## config.mk

```make
export PLATFORM = sky130hd
export DESIGN_NAME = gmii2fifo_px
export DESIGN_NICKNAME = d
export VERILOG_FILES = /design/src/rtl/gmii2fifo_pkg.sv /design/src/rtl/gmii_hdr_capture.sv /design/src/rtl/gmii2fifo_px.sv
export SDC_FILE = /design/constraint.sdc
export NUM_CORES = 1
export LEC_CHECK = 0
export ABC_AREA = 1
export CAP_MARGIN = 20
export CORE_AREA = 2 2 142 144
export DETAILED_ROUTE_END_ITERATION = 16
export DIE_AREA = 0 0 144 146
export PLACE_DENSITY = 0.75
export SYNTH_ARGS = -nofsm -noshare
export SYNTH_HDL_FRONTEND = slang
export SYNTH_SLANG_ARGS = --single-unit
export TNS_END_PERCENT = 30
```

## constraint.sdc

```tcl
create_clock -name clk125 -period 1.95 [get_ports clk125]
set_input_delay 0.39 -clock clk125 [delete_from_list [all_inputs] [get_ports clk125]]
set_output_delay 0.39 -clock clk125 [all_outputs]
set_load 0.02 [all_outputs]
```

## src/rtl/gmii2fifo_pkg.sv

```systemverilog
// Shared constants and types for the GMII-to-FIFO pixel receiver.
// Offsets count GMII bytes from the first preamble byte of a frame.
package gmii2fifo_pkg;

    localparam logic [10:0] OFS_ETH_TYPE = 11'h014;
    localparam logic [10:0] OFS_IP_VER   = 11'h016;
    localparam logic [10:0] OFS_PROTO    = 11'h01F;
    localparam logic [10:0] OFS_IP_DST   = 11'h026;
    localparam logic [10:0] OFS_DST_PORT = 11'h02C;
    localparam logic [10:0] OFS_UDP_LEN  = 11'h02E;
    localparam logic [10:0] OFS_PAYLOAD  = 11'h032;
    localparam logic [10:0] OFS_UDP_HDR  = 11'h02A;
    localparam logic [10:0] CNT_MAX      = 11'h7FF;

    typedef enum logic [2:0] {
        IDLE,
        HDR,
        PHDR,
        PIXEL,
        IGNORE,
        DONE
    } state_t;

endpackage

```

## src/rtl/gmii_hdr_capture.sv

```systemverilog
// Captures Ethernet/IPv4/UDP header fields at fixed byte offsets and
// reports whether the frame is addressed to this channel.
module gmii_hdr_capture
    import gmii2fifo_pkg::*;
#(
    parameter logic [31:0] IPV4_DST    = {8'd192, 8'd168, 8'd0, 8'd1},
    parameter logic [15:0] DST_PORT    = 16'd12345,
    parameter logic [15:0] ETH_TYPE    = 16'h0800,
    parameter logic [7:0]  IP_VERSION  = 8'h45,
    parameter logic [7:0]  IP_PROTO    = 8'h11,
    parameter int          ID_W        = 2,
    parameter int          PIX_BYTES   = 3,
    parameter logic [15:0] MAX_UDP_LEN = 16'd1472
) (
    input  logic            clk,
    input  logic            rst_n,
    input  logic [7:0]      rxd,
    input  logic            rx_dv,
    input  logic [10:0]     cnt,
    input  logic [ID_W-1:0] id,
    output logic            hdr_match,
    output logic [15:0]     udp_len
);

    // Smallest payload that still carries the 3-byte line header plus one pixel.
    localparam logic [15:0] MIN_UDP_LEN = 16'(11 + PIX_BYTES);

    logic [15:0] eth_type;
    logic [7:0]  ip_ver;
    logic [7:0]  proto;
    logic [31:0] ip_dst;
    logic [15:0] dst_port;
    logic [7:0]  dst_octet;

    // NOTE: sequential state uses non-blocking assignments so every flop
    // samples pre-edge values regardless of statement order.
    always_ff @(posedge clk or negedge rst_n) begin
        if (!rst_n) begin
            eth_type <= '0;
            ip_ver   <= '0;
            proto    <= '0;
            ip_dst   <= '0;
            dst_port <= '0;
            udp_len  <= '0;
        end else if (!rx_dv) begin
            eth_type <= '0;
            ip_ver   <= '0;
            proto    <= '0;
            ip_dst   <= '0;
            dst_port <= '0;
            udp_len  <= '0;
        end else begin
            case (cnt)
                OFS_ETH_TYPE:         eth_type[15:8] <= rxd;
                OFS_ETH_TYPE + 11'd1: eth_type[7:0]  <= rxd;
                OFS_IP_VER:           ip_ver         <= rxd;
                OFS_PROTO:            proto          <= rxd;
                OFS_IP_DST:           ip_dst[31:24]  <= rxd;
                OFS_IP_DST + 11'd1:   ip_dst[23:16]  <= rxd;
                OFS_IP_DST + 11'd2:   ip_dst[15:8]   <= rxd;
                OFS_IP_DST + 11'd3:   ip_dst[7:0]    <= rxd;
                OFS_DST_PORT:         dst_port[15:8] <= rxd;
                OFS_DST_PORT + 11'd1: dst_port[7:0]  <= rxd;
                OFS_UDP_LEN:          udp_len[15:8]  <= rxd;
                OFS_UDP_LEN + 11'd1:  udp_len[7:0]   <= rxd;
                default: ;
            endcase
        end
    end

    assign dst_octet = IPV4_DST[7:0] + 8'(id);

    assign hdr_match = (eth_type == ETH_TYPE)
                    && (ip_ver == IP_VERSION)
                    && (proto == IP_PROTO)
                    && (ip_dst[31:8] == IPV4_DST[31:8])
                    && (ip_dst[7:0] == dst_octet)
                    && (dst_port == DST_PORT)
                    && (udp_len >= MIN_UDP_LEN)
                    && (udp_len <= MAX_UDP_LEN);

endmodule

```

## src/rtl/gmii2fifo_px.sv

```systemverilog
// GMII receiver for the hdmits path: filters UDP line packets by channel
// and writes one {x, y, pixel} FIFO word per received pixel.
module gmii2fifo_px
    import gmii2fifo_pkg::*;
#(
    parameter logic [31:0] IPV4_DST    = {8'd192, 8'd168, 8'd0, 8'd1},
    parameter logic [15:0] DST_PORT    = 16'd12345,
    parameter logic [15:0] ETH_TYPE    = 16'h0800,
    parameter logic [7:0]  IP_VERSION  = 8'h45,
    parameter logic [7:0]  IP_PROTO    = 8'h11,
    parameter int          ID_W        = 2,
    parameter int          PIX_BYTES   = 3,
    parameter int          X_W         = 12,
    parameter int          Y_W         = 12,
    parameter logic [15:0] MAX_UDP_LEN = 16'd1472
) (
    input  logic                           clk125,
    input  logic                           sys_rst_n,
    input  logic [ID_W-1:0]                id,
    input  logic [7:0]                     rxd,
    input  logic                           rx_dv,
    input  logic                           fifo_full,
    output logic [X_W+Y_W+8*PIX_BYTES-1:0] dout,
    output logic                           wr_en,
    output logic                           packet_en,
    output logic                           pkt_ok,
    output logic                           pkt_drop,
    output logic [15:0]                    drop_cnt
);

    localparam int          PW       = 8 * PIX_BYTES;
    localparam logic [1:0]  PIX_LAST = 2'(PIX_BYTES - 1);

    state_t          state;
    state_t          state_nx;
    logic [10:0]     cnt;
    logic            hdr_match;
    logic [15:0]     udp_len;
    logic [15:0]     pay_last;
    logic            at_last;
    logic [1:0]      pcnt;
    logic            pix_last;
    logic [PW-1:0]   pixel;
    logic [PW-1:0]   pixel_nx;
    logic [7:0]      y_lo;
    logic [3:0]      x_lo;
    logic [Y_W-1:0]  y;
    logic [X_W-1:0]  x_cur;
    logic            cap_ylo;
    logic            cap_yhi;
    logic            cap_xhi;
    logic            shift_en;
    logic            wr_nx;
    logic            ok_nx;
    logic            drop_nx;

    gmii_hdr_capture #(
        .IPV4_DST    (IPV4_DST),
        .DST_PORT    (DST_PORT),
        .ETH_TYPE    (ETH_TYPE),
        .IP_VERSION  (IP_VERSION),
        .IP_PROTO    (IP_PROTO),
        .ID_W        (ID_W),
        .PIX_BYTES   (PIX_BYTES),
        .MAX_UDP_LEN (MAX_UDP_LEN)
    ) u_hdr (
        .clk       (clk125),
        .rst_n     (sys_rst_n),
        .rxd       (rxd),
        .rx_dv     (rx_dv),
        .cnt       (cnt),
        .id        (id),
        .hdr_match (hdr_match),
        .udp_len   (udp_len)
    );

    always_ff @(posedge clk125 or negedge sys_rst_n) begin
        if (!sys_rst_n) begin
            cnt <= '0;
        end else if (!rx_dv) begin
            cnt <= '0;
        end else if (cnt != CNT_MAX) begin
            cnt <= cnt + 11'd1;
        end
    end

    // Index of the last payload byte; UDP length counts from the UDP header.
    assign pay_last = udp_len + 16'(OFS_UDP_HDR) - 16'd1;
    assign at_last  = ({5'd0, cnt} == pay_last);
    assign pix_last = (pcnt == PIX_LAST);
    assign pixel_nx = {pixel[PW-9:0], rxd};

    always_ff @(posedge clk125 or negedge sys_rst_n) begin
        if (!sys_rst_n) begin
            state <= IDLE;
        end else begin
            state <= state_nx;
        end
    end

    // NOTE: every signal driven here gets a default first, so no path can
    // leave one unassigned and infer a latch.
    always_comb begin
        state_nx = state;
        cap_ylo  = 1'b0;
        cap_yhi  = 1'b0;
        cap_xhi  = 1'b0;
        shift_en = 1'b0;
        wr_nx    = 1'b0;
        ok_nx    = 1'b0;
        drop_nx  = 1'b0;
        case (state)
            IDLE: begin
                if (rx_dv) state_nx = HDR;
            end
            HDR: begin
                if (!rx_dv) begin
                    state_nx = IDLE;
                end else if (cnt == OFS_PAYLOAD) begin
                    if (hdr_match) begin
                        cap_ylo  = 1'b1;
                        state_nx = PHDR;
                    end else begin
                        state_nx = IGNORE;
                    end
                end
            end
            PHDR: begin
                if (!rx_dv) begin
                    drop_nx  = 1'b1;
                    state_nx = IDLE;
                end else if (cnt == OFS_PAYLOAD + 11'd1) begin
                    cap_yhi = 1'b1;
                end else if (cnt == OFS_PAYLOAD + 11'd2) begin
                    cap_xhi  = 1'b1;
                    state_nx = PIXEL;
                end
            end
            PIXEL: begin
                if (!rx_dv) begin
                    drop_nx  = 1'b1;
                    state_nx = IDLE;
                end else begin
                    shift_en = 1'b1;
                    // A full FIFO at a pixel boundary aborts the whole line.
                    if (pix_last && fifo_full) begin
                        drop_nx  = 1'b1;
                        state_nx = IGNORE;
                    end else begin
                        wr_nx = pix_last;
                        if (at_last) begin
                            ok_nx    = 1'b1;
                            state_nx = DONE;
                        end
                    end
                end
            end
            IGNORE, DONE: begin
                if (!rx_dv) state_nx = IDLE;
            end
            default: state_nx = IDLE;
        endcase
    end

    always_ff @(posedge clk125 or negedge sys_rst_n) begin
        if (!sys_rst_n) begin
            wr_en    <= 1'b0;
            pkt_ok   <= 1'b0;
            pkt_drop <= 1'b0;
            drop_cnt <= '0;
            dout     <= '0;
        end else begin
            wr_en    <= wr_nx;
            pkt_ok   <= ok_nx;
            pkt_drop <= drop_nx;
            if (drop_nx && drop_cnt != 16'hFFFF) drop_cnt <= drop_cnt + 16'd1;
            if (wr_nx) dout <= {x_cur, y, pixel_nx};
        end
    end

    always_ff @(posedge clk125 or negedge sys_rst_n) begin
        if (!sys_rst_n) begin
            y_lo  <= '0;
            x_lo  <= '0;
            y     <= '0;
            x_cur <= '0;
            pcnt  <= '0;
            pixel <= '0;
        end else begin
            if (cap_ylo) y_lo <= rxd;
            if (cap_yhi) begin
                y    <= Y_W'({rxd[3:0], y_lo});
                x_lo <= rxd[7:4];
            end
            if (cap_xhi) begin
                x_cur <= X_W'({rxd, x_lo});
                pcnt  <= '0;
            end
            if (shift_en) begin
                pixel <= pixel_nx;
                pcnt  <= pix_last ? 2'd0 : pcnt + 2'd1;
            end
            if (wr_nx) x_cur <= x_cur + X_W'(1);
        end
    end

    assign packet_en = (state == PIXEL);

endmodule

```

==> qor.yml, run 1 <==
cts_tree: "built"
power_switching_share_pct: 24.6
crit_chain: "buf_4, buf_4, buf_4, nand3_1, nand2_2, nand2_1, nand2_1, nand2_1, nand4_1, nor2_1, nand3_2, nand2_4, buf_4, nand3_1, nand2_1"
grt_setup_unrepaired: "true"
antenna_found_initial: 0
yosys-top-cells-area: "dfrtp_1 55%, nand2_1 13%, o21ai_0 4.2%"
finalNetCount: 1397
max_clock_freq_mhz: 509
die-area_um2: 21000
rows: 51
clock-root-buffer: "clkbuf_16"
detail-route-antenna-nets: 0
cp_data_required_time_ps: 2410
synthCells: 1220
power_switching_uw: 2750
synth_cell_type_count: 43
seq_power_share_pct: 46.5
numCtsBuffers: 25
critical_path_arrival_ps: 2430
avgViaCountPerCell: 5.37
synth_area_leader_cell: "dfrtp_1"
first_global_vias: 8517
synth_area_per_cell_um2: 8.61
critical_path.max_stage_delay_ps: 410
core_area_um2: 19300
status: "finished with violations"
power-per-cell-area_nw_per_um2: 843
layout_setup_ws_ps: -13.5
gr-usage-all-layers_pct: 25.3
final.setup_skew_ps: 11.3
worst_hold_path_type: "input pin to async pin"
pin_count: 82
wirelength_um: 26400
layout-drive-gt1-share_pct: 16.0
synth.yosys.seq_area_share_pct: 55.0
ys.warnings.count: 0
yosys_register_bits: 231
clk-insertion-delay-late_ps: 520
grt.overflow.total: 0
finalCritPeriodShare_pct: 101
p_int_uw: 8430
syn-num-nets: 1243
peakVddDrop_mv: 0.709
post-dp-hpwl_um: 18300
clock_sink_count: 231
hold_violations: 0
tightest_slew_ps: 379
crit_type: "flop to flop"
placed_cells: 1604
fp.dieH_um: 146
placement.io_buffers: 81
finalInstanceArea_um2: 13300
post-route-drc-count: 0
areaGrowthSynthToFinish_pct: 26.3
ys_top_cells_by_count: "363 x nand2_1, 231 x dfrtp_1, 97 x inv_1"
placedInstanceArea_um2: 12200
pwr-share-comb_pct: 10.1
synth-edff-count: 0
global_route_wire_length_before_repair_um: 42900
route.detailed.wl_per_inst_um: 15.9
final-setup-viol-count: 2
clock_path_buffers: 3
maxCapViolCount: 0
power.leakage_uw: 0.00648
floorplan.initialDensity_pct: 54.3
report.final.slew_viol_count: 0
htree_levels: 1
cp_max_fo: 4
async_flop_share_pct: 100
place_congestion: 0.864
pin_count_of_the_biggest_net_entering_global_routing: 66
detailedRoute.firstIterationViolations: 803
slew-limit-headroom_pct: 74.8
crit_path_start_kind: "flop"
crit_path_end_kind: "flop"
p_clk_share_pct: 43.4
worst_path_max_delay_cell: "dfrtp_1"
post-synth-top-count-cell: "nand2_1"
antenna_cells_inserted: 0
fillerInstances: 1515
finalNonFillerCells: 1655
syn_area_um2: 10500
yosysTopAreaCellShare_pct: 55.0
layout.area.seq_um2: 5790
min_period_ps: 1960
fp.dieW_um: 144
route.vias.total: 8881
ys.flop_type: "dfrtp_1"
clkTransAtPathRegs_ps: 60
dr.pass1.iters: 5
failing_checks: "negative setup slack"
area_of_the_multi_input_gates_um2: 4210
-- metal layers --
| metal | global-route usage, % | up-vias | share of wire [%] | wire [µm] |
|---|---|---|---|---|
| met5 | 0 | - | 0 | 0 |
| li1 | - | 4264 | - | - |
| met1 | 36.3 | 4242 | 43 | 11500 |
| met4 | 7.70 | 0 | 2.8 | 728 |
| met2 | 40.2 | 317 | 47 | 12300 |
| met3 | 3.52 | 58 | 7.0 | 1840 |
-- logic make-up (layout without fill, tap and decap cells) --
group                      after synthesis  after routing  share of synthesized area (%)
buffers and inverters                  163            333                           6.34
DFF                                    231            231                           55.0
adders and majority gates                9              9                           1.07
and+or+nand+nor                        581            581                           24.2
AOI/OAI and AO/OA                      196            196                           9.84
xor gates and xnor gates                32             32                           2.67
muxes                                    8              8                          0.858
-- registers in the layout, summed over array words and instances, names as in the netlist, 8 cells and up --
register	count
cnt	11
dout	48
drop_cnt	16
pixel	16
u_hdr.dst_port	16
u_hdr.eth_type	16
u_hdr.ip_dst	32
u_hdr.ip_ver	8
u_hdr.proto	8
u_hdr.udp_len	16
x_cur	12
y	12
y_lo	8
-- area by class of cell --
cell class	count	share of cell area, %
multi-input cells	826	31.7
well taps	265	2.50
clock inverters	10	1.25
inverters	122	3.50
clock buffers	33	5.09
repair buffers	168	12.3
flip-flops and latches	231	43.7
-- cell usage in the layout (no fill, tap or decap), drive strengths merged, types with 8 or more instances in the layout --
master         synthesis  routed
dfrtp                231     231
nand4                 23      23
clkdlybuf4s50          0      62
xnor2                 15      15
mux2                   8       8
nor2                  80      80
nor3                  24      24
clkbuf                16      34
o21ai                166     166
ha                     9       9
nand2                368     368
inv                  120     123
dlygate4sd2            0      16
buf                   25      87
xor2                  17      17
a21oi                 10      10
nand3                 75      75
-- critical path: cells and delay by family (launching register included) --
| family | cells | cell delay [ps] |
|---|---|---|
| buffers and inverters | 4 | 510 |
| DFF | 1 | 410 |
| and+or+nand+nor | 11 | 980 |
-- worst paths after layout --
check / startpoint / endpoint / slack, ps / cells past startpoint
max in group asynchronous: sys_rst_n / drop_cnt[11] / 930 / 3
worst max register to register: u_hdr.udp_len[0] / state[1] / -10 / 15
worst min-delay path: sys_rst_n / u_hdr.udp_len[12] / 370 / 2
worst min register to register: y[2] / dout[26] / 470 / 2
worst max-delay path: u_hdr.udp_len[0] / state[1] / -10 / 15
min in group clk125: y[2] / dout[26] / 470 / 2
-- what timing repair did --
action,in CTS,in global routing
buffers inserted,1,6
setup endpoints to repair,20,51
resized for setup,22,44
pin swaps,0,16
hold endpoints to repair,38,0
hold buffers,1,0
-- power by group through the flow --
| stage | Sequential [µW] | Combinational, µW | Clock [µW] |
|---|---|---|---|
| after floorplan | 5260 | 582 | 0 |
| after global placement | 5260 | 1050 | 0 |
| after detailed placement | 5270 | 1080 | 0 |
| after CTS | 5180 | 1100 | 4930 |
| after global routing | 5220 | 1270 | 5130 |
| final | 5200 | 1130 | 4850 |
-- through the flow --
stage	hold WS [ps]	utilization, %	TNS (ps)	setup WS [ps]	power, µW
floorplan	94.4	-	0	151	5840
global placement	312	63.2	-9140	-389	6310
detailed placement	310	63.2	-13020	-471	6350
CTS	378	67.6	-51.5	-51.5	11200
global route	407	68.6	-635	-176	11600
finish	373	68.6	-14.0	-13.5	11200
No activity file was read; power rests on OpenSTA's default activity.
==> run 2, diff against run 1 <==
--- a/config.mk
+++ b/config.mk
@@ -10,6 +10,7 @@
 export CORE_AREA = 2 2 142 144
 export DETAILED_ROUTE_END_ITERATION = 16
 export DIE_AREA = 0 0 144 146
+export MAX_ROUTING_LAYER = met4
 export PLACE_DENSITY = 0.75
 export SYNTH_ARGS = -nofsm -noshare
 export SYNTH_HDL_FRONTEND = slang
==> constraint.sdc (replaced) <==
create_clock -name clk125 -period 1.95 [get_ports clk125]
set_input_delay 0.39 -clock clk125 [delete_from_list [all_inputs] [get_ports clk125]]
set_output_delay 0.39 -clock clk125 [all_outputs]
set_load 0.1 [all_outputs]
==> run 2 against run 1 <==
  * The run now ends clean
  * Non-clock buffer count down 4
  * Clock power down 7.6%
  * Setup slack better by 52 ps
  * Flip-flop and latch count unchanged
  * Cell count down 0.42%
  * Final area down 0.68%
  * Core utilization down 0.47 points
  * Critical endpoint is now packet_en
  * Count of clock-buffer cells in the layout up 2
==> qor.yml, run 2 (same netlist as run 1, synthesis figures left out) <==
placement.io_buffers: 81
clock-root-buffer: "clkbuf_16"
final_cell_mix: "354 x nand2_1, 211 x dfrtp_1, 123 x buf_4"
cp_max_fo: 4
power-per-cell-area_nw_per_um2: 830
pin_count: 82
route.vias.total: 8774
avgViaCountPerCell: 5.32
clock_sink_count: 231
antenna_cells_inserted: 0
seq_power_share_pct: 47.6
crit_path_start_kind: "flop"
areaGrowthSynthToFinish_pct: 25.4
finalCritPeriodShare_pct: 98.0
critical_path.max_stage_delay_ps: 440
route.detailed.wl_per_inst_um: 15.6
peakVddDrop_mv: 0.739
layout.cells.most_common: "nand2_1"
report.final.slew_viol_count: 0
final.setup.tns_ps: 0
detailedRoute.firstIterationViolations: 690
worst_path_max_delay_cell: "dfrtp_1"
layout-drive-gt1-share_pct: 21.5
pwr-share-comb_pct: 11.5
largest_registers: "dout x48, u_hdr.ip_dst x32"
worst_hold_path_type: "input pin to async pin"
detail-route-antenna-nets: 0
pin_count_of_the_biggest_net_entering_global_routing: 59
antenna_found_initial: 0
clk-insertion-delay-late_ps: 520
p_int_uw: 8090
rows: 51
final-setup-viol-count: 0
gr-usage-all-layers_pct: 25.7
place_congestion: 0.859
core_area_um2: 19300
regToRegSetupSlack_ps: 40
first_global_vias: 8530
dr.pass1.iters: 7
largest_register: "dout"
power_switching_share_pct: 26.0
final.setup_skew_ps: 17.2
max_clock_freq_mhz: 523
global_route_wire_length_before_repair_um: 42500
clock_path_buffers: 3
die-area_um2: 21000
maxCapViolCount: 0
status: "finished clean"
tightest_slew_ps: 497
design_power_total_uw: 10900
cp_data_required_time_ps: 1560
crit_type: "flop to primary output"
critical-path-top-cell-by-count: "inv_2"
floorplan.initialDensity_pct: 54.3
power_switching_uw: 2840
wirelength_um: 25700
crit_chain: "inv_2, nor2_2, nand2_1, inv_2, buf_12"
post-route-drc-count: 0
finalNetCount: 1393
critical_path_arrival_ps: 1520
power.leakage_uw: 0.00648
largest_reg_flops: 48
fillerInstances: 1511
fp.dieH_um: 146
htree_levels: 1
clkTransAtPathRegs_ps: 60
p_clk_share_pct: 41.0
numCtsBuffers: 25
post-dp-hpwl_um: 17900
cts_tree: "built"
slew-limit-headroom_pct: 66.9
grt_setup_unrepaired: "true"
hold_violations: 0
fp.dieW_um: 144
crit_path_end_kind: "primary output"
grt.overflow.total: 0
min_period_ps: 1910
-- run 2: cell type report --
| cell class | count | area, µm² | share of cell area (%) |
|---|---|---|---|
| clock inverter | 5 | 60.1 | 0.456 |
| tap | 265 | 332 | 2.52 |
| timing repair buffer | 164 | 1600 | 12.1 |
| multi-input combinational | 826 | 4200 | 31.9 |
| clock buffer | 35 | 713 | 5.41 |
| inverter | 122 | 463 | 3.51 |
| sequential | 231 | 5810 | 44.1 |
-- run 2: repair_timing --
action / in CTS / in global routing
pin swaps: 9 / 12
buffers inserted: 0 / 1
cloned: 0 / 0
endpoints found under the hold margin: 51 / 0
setup endpoints to repair: 4 / 68
resized for setup: 10 / 33
hold buffers: 1 / 0
-- run 2: through the flow --
step	instances	cell area, µm²	hold WS [ps]	utilization [%]	setup WS, ps
after floorplan	1220	10500	94.4	-	-12.0
after global placement	1606	12200	365	63.2	-367
after detailed placement	1606	12200	364	63.2	-421
after CTS	1647	13000	418	67.5	-44.1
after global routing	1648	13200	449	68.1	-84.6
final	1648	13200	387	68.1	38.6
-- run 2: routing by layer --
layer  track usage (%)  part of all wire [%]  vias up  wire length (µm)
li1                  -                     -     4246                 -
met3              3.03                   4.9       40              1250
met4              6.13                   2.3        0               595
met5                 -                     0        -                 0
met2              40.1                    48      226             12300
met1              36.3                    45     4262             11600
-- run 2: path summary, 6_finish.rpt --
path	startpoint	to	cells after the start
worst min register to register	y[3]	dout[27]	2
worst max register to register	u_hdr.udp_len[1]	state[0]	14
worst max-delay path	state[1]	packet_en	5
min in group clk125	y[3]	dout[27]	2
worst min-delay path	sys_rst_n	u_hdr.udp_len[6]	2
max in group asynchronous	sys_rst_n	u_hdr.ip_ver[6]	3
-- run 2: power groups by stage --
stage	sequential (µW)	combinational, µW	clock (µW)
floorplan	5420	583	0
global placement	5260	1190	0
detailed placement	5270	1210	0
CTS	5190	1240	4560
global route	5220	1380	4770
finish	5200	1250	4480
-- run 2: critical path, delay by kind of cell, from the launching register on --
family | cells | cell delay (ps)
flops | 1 | 440
buf+inv | 3 | 370
simple gates | 2 | 190
